===== src/rtl/led_matrix_scanner.sv =====
// 8-column LED bar-graph scanner with peak-hold dots.
// Frames latch into a shadow and are applied only at the scan wrap.
module led_matrix_scanner #(
  parameter int ROWS        = 8,
  parameter int DWELL       = 1024,
  parameter int BLANK       = 16,
  parameter int HOLD_FRAMES = 32,
  parameter int PEAK_EN     = 1
) (
  input  logic            clk,
  input  logic            rst_n,
  input  logic            mag_valid,
  input  logic [31:0]     mag_bus,
  output logic [2:0]      led_select,
  output logic [ROWS-1:0] led_rows,
  output logic            frame_sync
);

  localparam int CMAX = (DWELL > BLANK) ? DWELL : BLANK;
  localparam int CW   = $clog2(CMAX + 1);
  localparam int PW   = $clog2(ROWS + 1);
  localparam int HW   = $clog2(HOLD_FRAMES + 1);

  typedef enum logic {S_BLANK, S_DRIVE} state_t;

  state_t          r_state, w_state_nxt;
  logic [CW-1:0]   r_cnt, w_cnt_nxt;
  logic [2:0]      r_sel, w_sel_nxt;
  logic            r_sync, w_sync_nxt;

  logic [31:0]     r_shadow;
  logic            r_pending;
  logic [31:0]     r_disp;
  logic [PW-1:0]   r_peak [8];
  logic [HW-1:0]   r_hold [8];

  logic            w_apply;
  logic [31:0]     w_frame;
  logic [PW-1:0]   w_lvl_new [8];
  logic [PW-1:0]   w_lvl_cur;
  logic [PW-1:0]   w_pk_cur;
  logic [ROWS-1:0] w_pat;

  function automatic logic [PW-1:0] lvl_of(input logic [3:0] m);
    if (int'(m) > ROWS) return PW'(ROWS);
    return PW'(m);
  endfunction

  always_ff @(posedge clk or negedge rst_n) begin
    if (!rst_n) begin
      r_state <= S_BLANK;
      r_cnt   <= '0;
      r_sel   <= '0;
      r_sync  <= 1'b0;
    end else begin
      r_state <= w_state_nxt;
      r_cnt   <= w_cnt_nxt;
      r_sel   <= w_sel_nxt;
      r_sync  <= w_sync_nxt;
    end
  end

  always_comb begin
    w_state_nxt = r_state;
    w_cnt_nxt   = r_cnt + CW'(1);
    w_sel_nxt   = r_sel;
    w_sync_nxt  = 1'b0;
    unique case (r_state)
      S_BLANK: begin
        if (r_cnt == CW'(BLANK - 1)) begin
          w_state_nxt = S_DRIVE;
          w_cnt_nxt   = '0;
        end
      end
      S_DRIVE: begin
        if (r_cnt == CW'(DWELL - 1)) begin
          w_state_nxt = S_BLANK;
          w_cnt_nxt   = '0;
          w_sel_nxt   = r_sel + 3'd1;
          w_sync_nxt  = (r_sel == 3'd7);
        end
      end
      default: begin
        w_state_nxt = S_BLANK;
        w_cnt_nxt   = '0;
      end
    endcase
  end

  // r_sync marks the boundary cycle; a strobe in it bypasses the shadow
  assign w_apply = r_sync && (mag_valid || r_pending);
  assign w_frame = mag_valid ? mag_bus : r_shadow;

  always_comb begin
    for (int k = 0; k < 8; k++) begin
      w_lvl_new[k] = lvl_of(w_frame[4*k +: 4]);
    end
  end

  always_ff @(posedge clk or negedge rst_n) begin
    if (!rst_n) begin
      r_shadow  <= '0;
      r_pending <= 1'b0;
      r_disp    <= '0;
      for (int k = 0; k < 8; k++) begin
        r_peak[k] <= '0;
        r_hold[k] <= '0;
      end
    end else begin
      if (mag_valid) begin
        r_shadow  <= mag_bus;
        r_pending <= 1'b1;
      end
      if (w_apply) begin
        r_disp    <= w_frame;
        r_pending <= 1'b0;
        for (int k = 0; k < 8; k++) begin
          if (w_lvl_new[k] >= r_peak[k]) begin
            r_peak[k] <= w_lvl_new[k];
            r_hold[k] <= HW'(HOLD_FRAMES - 1);
          end else if (r_hold[k] != '0) begin
            r_hold[k] <= r_hold[k] - HW'(1);
          end else begin
            r_peak[k] <= r_peak[k] - PW'(1);
          end
        end
      end
    end
  end

  assign w_lvl_cur = lvl_of(r_disp[{r_sel, 2'b00} +: 4]);
  assign w_pk_cur  = r_peak[r_sel];

  always_comb begin
    w_pat = '0;
    for (int i = 0; i < ROWS; i++) begin
      w_pat[i] = (i < int'(w_lvl_cur)) ||
                 ((PEAK_EN != 0) && (int'(w_pk_cur) == i + 1));
    end
  end

  assign led_select = r_sel;
  assign led_rows   = (r_state == S_DRIVE) ? w_pat : '0;
  assign frame_sync = r_sync;

endmodule


===== config.mk =====
export PLATFORM = sky130hd
export DESIGN_NAME = led_matrix_scanner
export DESIGN_NICKNAME = d
export VERILOG_FILES = /design/src/rtl/led_matrix_scanner.sv
export SDC_FILE = /design/constraint.sdc
export NUM_CORES = 1
export LEC_CHECK = 0
export CAP_MARGIN = 15
export CORE_MARGIN = 8
export CORE_UTILIZATION = 55
export CTS_CLUSTER_SIZE = 16
export DETAILED_ROUTE_END_ITERATION = 10
export PLACE_DENSITY_LB_ADDON = 0.12
export SYNTH_ARGS = -nofsm -noshare
export SYNTH_HDL_FRONTEND = slang
export SYNTH_SLANG_ARGS = --single-unit

===== constraint.sdc =====
create_clock -name clk -period 3.5 [get_ports clk]
set_clock_uncertainty 0.05 [all_clocks]
set_input_delay 0.7 -clock clk [delete_from_list [all_inputs] [get_ports clk]]
set_output_delay 0.7 -clock clk [all_outputs]
set_load 0.01 [all_outputs]

==> results.toml, run 1 <==
[synthesis]
synth_common_cells = "dfrtp_1 (161), nand2_1 (101), inv_1 (88), o21ai_0 (62)"
syn_avg_cell_area_um2 = 9.54
synth_most_common_cell = "dfrtp_1"
yosysSeqAreaShare_pct = 42.8
synth_edf_count = 0
yosysWarnings = 0
synthesis.instances = 987
synth.area.top_cells = "dfrtp_1 (43%), ha_1 (7.8%), mux2i_1 (6.2%)"
yosysTopAreaCell = "dfrtp_1"
yosys_register_bits = 161
synth_nets = 1081
synth.top_cell.area_share_pct = 42.8
netlist_area_mm2 = 0.00942
async_reset_ff_share_pct = 100
ys.flop_type = "dfrtp_1"
synthDistinctLibCells = 61

[cts]
cts_tree = "built"
ctsHoldBuffers = 0
clk_path_buf_depth = 2
cts_made_buffers = 17
cts_root_buf = "clkbuf_16"
clk_pin_slew_ns = 0.06
clk_latency_ns = 0.42
htreeDepth = 4
clock-sinks = 161

[worst_setup_path]
path_delay_family = "multiplexers"
crit_path_end_kind = "primary output"
worstPathMaxFanout = 10
critical_path_required_ns = 2.75
slowest_delay_ns = 0.50
r2r_slack_ns = 0.92
crit_chain = "buf_12 -> mux2_2 -> mux4_2 -> a41oi_2 -> nand3_1 -> a31oi_1 -> clkdlybuf4s15_1"
r2r_end = "r_hold[4]"
crit_path_start_kind = "flip-flop"
reg2reg_depth = 9
critPathKind = "flip-flop to primary output"
crit_buf_inv = 2
r2r_start = "r_shadow[31]"
cp_slowest_cell = "mux4_2"
arrival_ns = 2.67

[finish]
nets = 1164
final_util_pct = 65.5
area_growth_pct = 18.3
drive_above_1_share_pct = 12.7
n_antenna_cell = 0
fin_cells = 1308
final_cell_area_mm2 = 0.0111

[job]
cap_violations = 0

[drt]
drc = 0
vias_per_cell = 5.75
postRouteAntennaNets = 0
drt-total-wl_um = 22200
vias = 7519
routedWlPerCell_um = 17.0
drt_iter0_markers = 409
drtPass1Iterations = 5

[timing]
finalSetupViolations = 0
tightest_slew_ns = 0.681
final.period_utilization_pct = 97.8
drv_slew = 0
hold_viol_final = 0
fin_ws_ns = 0.0762
holdWs_ns = 0.223
min_period_ns = 3.42
setup_tns_ns = 0
slew_headroom_pct = 54.6
max_freq_mhz = 292

[min_path]
hold_class = "primary input to async pin"

[placed_design]
globalplace.congestion = 0.841
preCtsSetupSlack_ns = 0.0357
post-place-cells = 1262
hpwl_um = 15800
post_dp_cell_area_mm2 = 0.0104
portBuffers = 46

[status]
status = "completed"

[floorplanning]
core_mm2 = 0.0170
start_util_pct = 55.4
die_x_um = 147
io_pins = 47
die_area_mm2 = 0.0216
rows = 48
die_h_um = 147

[global_routing]
grt_usage_pct = 21.0
grt_max_degree = 71
overflow = 0
antenna_found_initial = 0
grt_pass1_wl_um = 37100
grt_pass1_vias = 7373

[power_and_ir_drop]
power_density_mw_per_mm2 = 377
power.total_mw = 4.20
max-vdd-ir-drop_v = 0.000331
leakagePower_nw = 5.21
==> metal layers <==
metal / global-route usage [%] / up-vias / share of wire, %
met2: 33.1 / 139 / 46
met4: 5.87 / 0 / 1.4
met5: 0 / - / 0
li1: - / 3684 / -
met1: 29.4 / 3671 / 49
met3: 3.38 / 25 / 3.2
==> power breakdown <==
group          total, mW  internal, mW  switching (mW)
Combinational      0.423         0.181           0.242
Clock               1.87          1.08           0.792
Sequential          1.91          1.90         0.00977
==> cell type report <==
cell class / instances / area, um^2
repair buffers: 103 / 990
inverters: 88 / 330
well taps: 225 / 282
multi-input cells: 699 / 4910
clock inverters: 14 / 153
fillers: 1356 / 5860
flip-flops and latches: 161 / 4030
clock buffers: 18 / 439
==> flip-flops by register name (all words and copies together), names as in the netlist <==
name,count
r_shadow,32
r_state,1
r_pending,1
r_disp,32
led_select,3
r_peak,32
frame_sync,1
r_cnt,11
r_hold,48
==> logic make-up (layout without fill, tap and decap cells) <==
group / after synthesis / count (layout) / synth area share (%)
compound gates: 204 / 204 / 14.0
xor+xnor: 22 / 22 / 2.05
fa+ha+maj: 59 / 59 / 7.84
buf+inv: 127 / 223 / 5.47
flops: 161 / 161 / 42.8
mux: 87 / 87 / 10.8
simple gates: 327 / 327 / 17.0
==> how the worst max path moves through the flow <==
stage | start | end | slack (ns) | depth (start not counted)
finish | led_select[2] | led_rows[2] | 0.08 | 7
global route | led_select[2] | led_rows[5] | -0.05 | 9
detailed placement | mag_valid | r_hold[41] | 0.04 | 11
floorplan | mag_valid | r_hold[10] | 0.09 | 11
CTS | led_select[2] | led_rows[2] | 0.03 | 7
global placement | led_select[1] | led_rows[7] | 0.08 | 6
==> cells in the final DEF, fill, tap and decap left out, types with 10 or more instances in the layout <==
master	netlist	routed
clkbuf_16	0	17
buf_4	1	48
nand2_1	101	101
nand3_1	42	42
o21a_1	11	10
clkdlybuf4s50_1	0	36
mux2_2	19	17
a2bb2oi_1	18	18
a31oi_1	13	13
o22ai_1	11	11
or3_1	10	10
and3_1	14	14
a22oi_1	10	10
o21ai_0	62	62
dfrtp_1	161	160
nor2_1	59	59
nor3_1	37	37
xor2_1	14	14
inv_1	88	88
nor4_1	11	10
ha_1	59	59
mux2i_1	58	57
a21oi_1	39	39
==> timing repair <==
item	4_1_cts	5_1_grt
gates resized for setup	15	7
cloned	1	0
endpoints found under the setup margin	8	5
buffers inserted	11	2
(Power assumes the default switching activity.)
==> inputs of run 2 (changes only) <==
Settings changed: GPL_ROUTABILITY_DRIVEN set to 1.
==> results of run 2 <==
No change in the layout: final DEF, timing and power equal those of run 1.
